### config.mk
export PLATFORM = sky130hd
export DESIGN_NAME = bus_breakin
export DESIGN_NICKNAME = d
export VERILOG_FILES = /design/src/rtl/bus_breakin.sv
export SDC_FILE = /design/constraint.sdc
export NUM_CORES = 1
export LEC_CHECK = 0
export BUFFER_PORTS_ARGS = -buffer_cell sky130_fd_sc_hd__buf_2
export CAP_MARGIN = 20
export CORE_MARGIN = 1.5
export CORE_UTILIZATION = 45
export CTS_CLUSTER_DIAMETER = 80
export DETAILED_ROUTE_END_ITERATION = 6
export PLACE_DENSITY = 0.72
export SYNTH_ARGS = -nofsm -noshare
export SYNTH_HDL_FRONTEND = slang
export SYNTH_SLANG_ARGS = --single-unit
### constraint.sdc
create_clock -name clk -period 1.4 [get_ports clk]
set_input_delay 0.07 -clock clk [delete_from_list [all_inputs] [get_ports clk]]
set_output_delay 0.07 -clock clk [all_outputs]
set_load 0.005 [all_outputs]
### src/rtl/bus_breakin.sv
`default_nettype none
// ============================================================================
// Module      : bus_breakin
// Description : Packs a stream of 4-bit nibbles LSB-first into words of
//               NIBBLES nibbles, with flush for partial words.
// Revision    : 1.0 - initial release
// ============================================================================
module bus_breakin #(
    parameter int NIBBLES = 2
) (
    input  logic                 clk,
    input  logic                 rst_n,
    input  logic [3:0]           in_1,
    input  logic                 in_valid,
    output logic                 in_ready,
    input  logic                 flush,
    output logic [4*NIBBLES-1:0] out_1,
    output logic [2:0]           out_cnt,
    output logic                 out_valid,
    input  logic                 out_ready
);

    localparam int c_W  = 4 * NIBBLES;
    localparam int c_IW = (NIBBLES > 2) ? 2 : 1;

    logic [c_IW-1:0] r_idx;
    logic [c_W-1:0]  r_acc;
    logic [c_W-1:0]  r_out;
    logic [2:0]      r_cnt;
    logic            r_valid;

    logic            w_in_ready;
    logic            w_accept;
    logic            w_last;
    logic            w_emit;
    logic [c_W-1:0]  w_nib_pos;
    logic [c_W-1:0]  w_merged;
    logic [2:0]      w_cnt;

    // The accumulator keeps each nibble at its final bit position, so the
    // emitted word is simply the accumulator with the incoming nibble OR'd in.
    always_comb begin
        w_in_ready = !r_valid || out_ready;
        w_accept   = in_valid && w_in_ready;
        w_nib_pos  = c_W'(in_1) << {r_idx, 2'b00};
        w_merged   = r_acc | (w_accept ? w_nib_pos : '0);
        w_cnt      = 3'(r_idx) + 3'(w_accept);
        w_last     = w_accept && (r_idx == c_IW'(NIBBLES - 1));
        w_emit     = w_last || (flush && w_in_ready && ((r_idx != '0) || w_accept));
    end

    always_ff @(posedge clk) begin
        if (!rst_n) begin
            r_idx   <= '0;
            r_acc   <= '0;
            r_out   <= '0;
            r_cnt   <= '0;
            r_valid <= 1'b0;
        end else begin
            if (w_emit) begin
                r_out   <= w_merged;
                r_cnt   <= w_cnt;
                r_valid <= 1'b1;
                r_idx   <= '0;
                r_acc   <= '0;
            end else begin
                if (r_valid && out_ready) begin
                    r_valid <= 1'b0;
                end
                if (w_accept) begin
                    r_idx <= r_idx + c_IW'(1);
                    r_acc <= w_merged;
                end
            end
        end
    end

    assign in_ready  = w_in_ready;
    assign out_1     = r_out;
    assign out_cnt   = r_cnt;
    assign out_valid = r_valid;

endmodule
`default_nettype wire

==> impl_metrics.csv <==
group,metric,value,unit
status,status,"complete, but fails checks",
status,violations,"setup timing",
clock_tree,htree_levels,1,
placement,port_buffers,20,
clock_tree,clock_sinks,20,
sta,timing_hold_violations_final,0,
synthesis,synth_compound_area_share,31.86,%
power_and_ir_drop,peakVddDrop,0.7653,mV
placement,dp.cells,128,
final_layout,fill_cells,157,
power_and_ir_drop,p_clk_share,23.9,%
clock_tree,cts_tree,"done",
sta,fin_ws,-0.02096,ns
placement,place.gp.congestion,0.7633,
synthesis,synth.avg_cell_area,10.22,µm²
synthesis,synth_mux_area_share,0,%
final_layout,seq_area,401.6,µm²
final_layout,layout-drive-gt1-share,50.94,%
power_and_ir_drop,switching_power,314.9,µW
power_and_ir_drop,swShare,28.27,%
synthesis,synth_simple_gate_area_share,8.702,%
die,die_area,2155,µm²
synthesis,yosys_warnings,0,
power_and_ir_drop,p_comb_share,21.1,%
clock_tree,cts_root_buffer,"clkbuf_4",
drt,viasPerCell,5.489,
synthesis,synthDistinctLibCells,26,
synthesis,synth-main-ff-cell,"dfxtp_1",
final_layout,multiInputGateArea,464.2,µm²
drt,drc,0,
worst_setup_path,max_stage_delay,0.33,ns
synthesis,netlist_instances,83,
final_layout,diodes,0,
power_and_ir_drop,powerDensity,998.1,nW/µm²
drt,ant_nets,0,
global_routing,grt_pass1_vias,628,
power_and_ir_drop,seqPwrFrac,55.0,%
sta,finalMaxSlewViolations,0,
placement,dpl_cell_area,993.5,µm²
synthesis,synthTopCellsByArea,"dfxtp_1, o2111ai_1, o31ai_1",
clock_tree,clk_path_buf_depth,2,
synthesis,synthesis.area,848.3,µm²
die,row_count,15,
final_layout,final_nets,119,
placement,dp_slack,-0.1049,ns
die,initial_core_util,48.60,%
sta,setup_viol,2,
synthesis,synth_top_family_by_area,"compound AO/OA/AOI/OAI gates",
synthesis,synth_fp_nets,94,
final_layout,final_common_cell,"buf_2",
worst_setup_path,critPathLaunchType,"flop",
final_layout,final_cell_mix,"buf_2, dfxtp_1, nor2_1, o2111ai_2, o31ai_1",
sta,rsz0062_at_grt,"true",
final_layout,area_growth,31.56,%
worst_setup_path,path_class,"reg -> reg",
global_routing,grt.total_usage,18.74,%
die,fp.dieW,46.42,µm
clock_tree,hold_buffers,0,
flow_run,drv_cap,0,
final_layout,postLayoutCellArea,1116,µm²
die,fp.dieH,46.42,µm
synthesis,yosysTopAreaCell,"dfxtp_1",
power_and_ir_drop,power.total,1.114,mW
final_layout,fin_cells,131,
drt,firstDrtPassIters,4,
clock_tree,clk_pin_slew,0.11,ns
clock_tree,post-cts-setup-buffers,0,
global_routing,antenna_found_initial,0,
worst_hold_path,hold_class,"in -> reg",
power_and_ir_drop,leakage,0.4401,nW
sta,finalCritPeriodShare,101.5,%
synthesis,synth_xor_area_share,0,%
sta,clock-skew-final,0.006283,ns
worst_setup_path,slowest_stage,"dfxtp_2",
sta,fmax,703.7,MHz
drt,wl_per_cell,14.34,µm
synthesis,yosysSeqAreaShare,47.20,%
drt,totalWireLength,1879,µm
power_and_ir_drop,p_int,799.1,µW
worst_setup_path,endpoint_kind,"flop",
clock_tree,cts_made_buffers,3,
die,design.core.area,1745,µm²
placement,dp_hpwl,1293,µm
drt,first_iter_violations,4,
synthesis,synth-edff-count,0,
global_routing,grt_max_degree,13,
global_routing,overflow,0,
synthesis,synth_adder_area_share,2.950,%
die,ios,22,
drt,routed-via-count,719,
synthesis,synthArstFlopShare,0,%
clock_tree,insertion_delay,0.29,ns
synthesis,synth_top_area_share,47.20,%
global_routing,grt_pass1_wl,2801,µm
worst_setup_path,cp_data_arrival_time,1.62,ns
worst_setup_path,critPathMaxFanout,10,
sta,period_minus_slack,1.421,ns
synthesis,ys_ff_latch,20,
worst_setup_path,crit_chain,"nor2b_4 -> inv_2 -> nand2_4 -> ha_4 -> nand2b_4 -> o21a_4 -> o31ai_1",
worst_setup_path,worstPathRequired,1.60,ns
through the flow:
step | utilization [%] | TNS, ns | hold slack (ns)
2_1_floorplan | - | -1.865 | 0.2328
3_3_place_gp | 56.92 | -0.3185 | 0.3563
3_5_place_dp | 56.92 | -0.8196 | 0.3761
4_1_cts | 59.21 | 0 | 0.05989
5_1_grt | 63.94 | -0.5598 | 0.09341
6_report | 63.94 | -0.02816 | 0.08060
worst paths after layout:
check | cells past startpoint | end | slack [ns] | start
setup / recovery | 7 | out_1[2]$_SDFFE_PN0P_ | -0.02 | out_valid$_SDFFE_PN0P_
setup reg to reg | 7 | out_1[2]$_SDFFE_PN0P_ | -0.02 | out_valid$_SDFFE_PN0P_
hold / removal | 3 | r_acc[2]$_SDFFE_PP0P_ | 0.08 | in_1[2]
hold reg to reg | 2 | r_acc[2]$_SDFFE_PP0P_ | 0.47 | r_acc[2]$_SDFFE_PP0P_
layer usage:
metal | vias up | GRT usage, % | part of all wire [%]
met1 | 329 | 24.94 | 44
met3 | 4 | 2.353 | 5.2
met4 | 0 | 10.29 | 0.75
met2 | 28 | 29.17 | 50
met5 | - | 0 | 0
li1 | 358 | - | -
registers in the layout (all words and copies together), names as in the netlist:
name and cells:
r_idx 1, out_1 8, out_valid 1, r_acc 8
out_cnt 2
layout make-up:
type	instances	share of cell area, %
multi-input cells	49	41.59
repair buffers	28	15.36
well taps	25	2.803
flip-flops and latches	20	35.99
inverters	6	2.242
clock buffers	3	2.018
cells in the mapped netlist, drive strengths merged (2+ instances only):
library cell  count
ha                2
o2111ai           9
clkbuf            2
o31ai             9
inv               6
nand2             2
a41oi             4
a21oi             3
nor2              8
a31oi             4
buf               6
dfxtp            20
logic make-up after synthesis:
logic type / after synthesis
DFF: 20
AOI/OAI and AO/OA: 33
and+or+nand+nor: 13
other: 1
adders and majority gates: 2
buffers and inverters: 14
repair_timing:
item                                    CTS  global route
pin swaps                                 2             1
endpoints found under the hold margin     0             0
cloned                                    0             0
gates resized for setup                   5            16
endpoints found under the setup margin   10            20
worst max-delay path, delay by kind of cell (launching register included):
kind / cells / cell delay (ns)
AND/OR/NAND/NOR: 3 / 0.32
flip-flops: 1 / 0.33
AO/OA/AOI/OAI: 2 / 0.46
buffers and inverters: 1 / 0.06
adder cells (fa/ha/maj): 1 / 0.14
power groups by stage:
| stage | combinational, mW | sequential [mW] | clock [mW] |
|---|---|---|---|
| after detailed placement | 0.197 | 0.625 | 0 |
| after global routing | 0.255 | 0.617 | 0.287 |
| after CTS | 0.206 | 0.612 | 0.277 |
| after floorplan | 0.124 | 0.629 | 0 |
| after global placement | 0.192 | 0.624 | 0 |
| final | 0.235 | 0.613 | 0.266 |
Note: power is estimated with default switching activity, not from simulation.
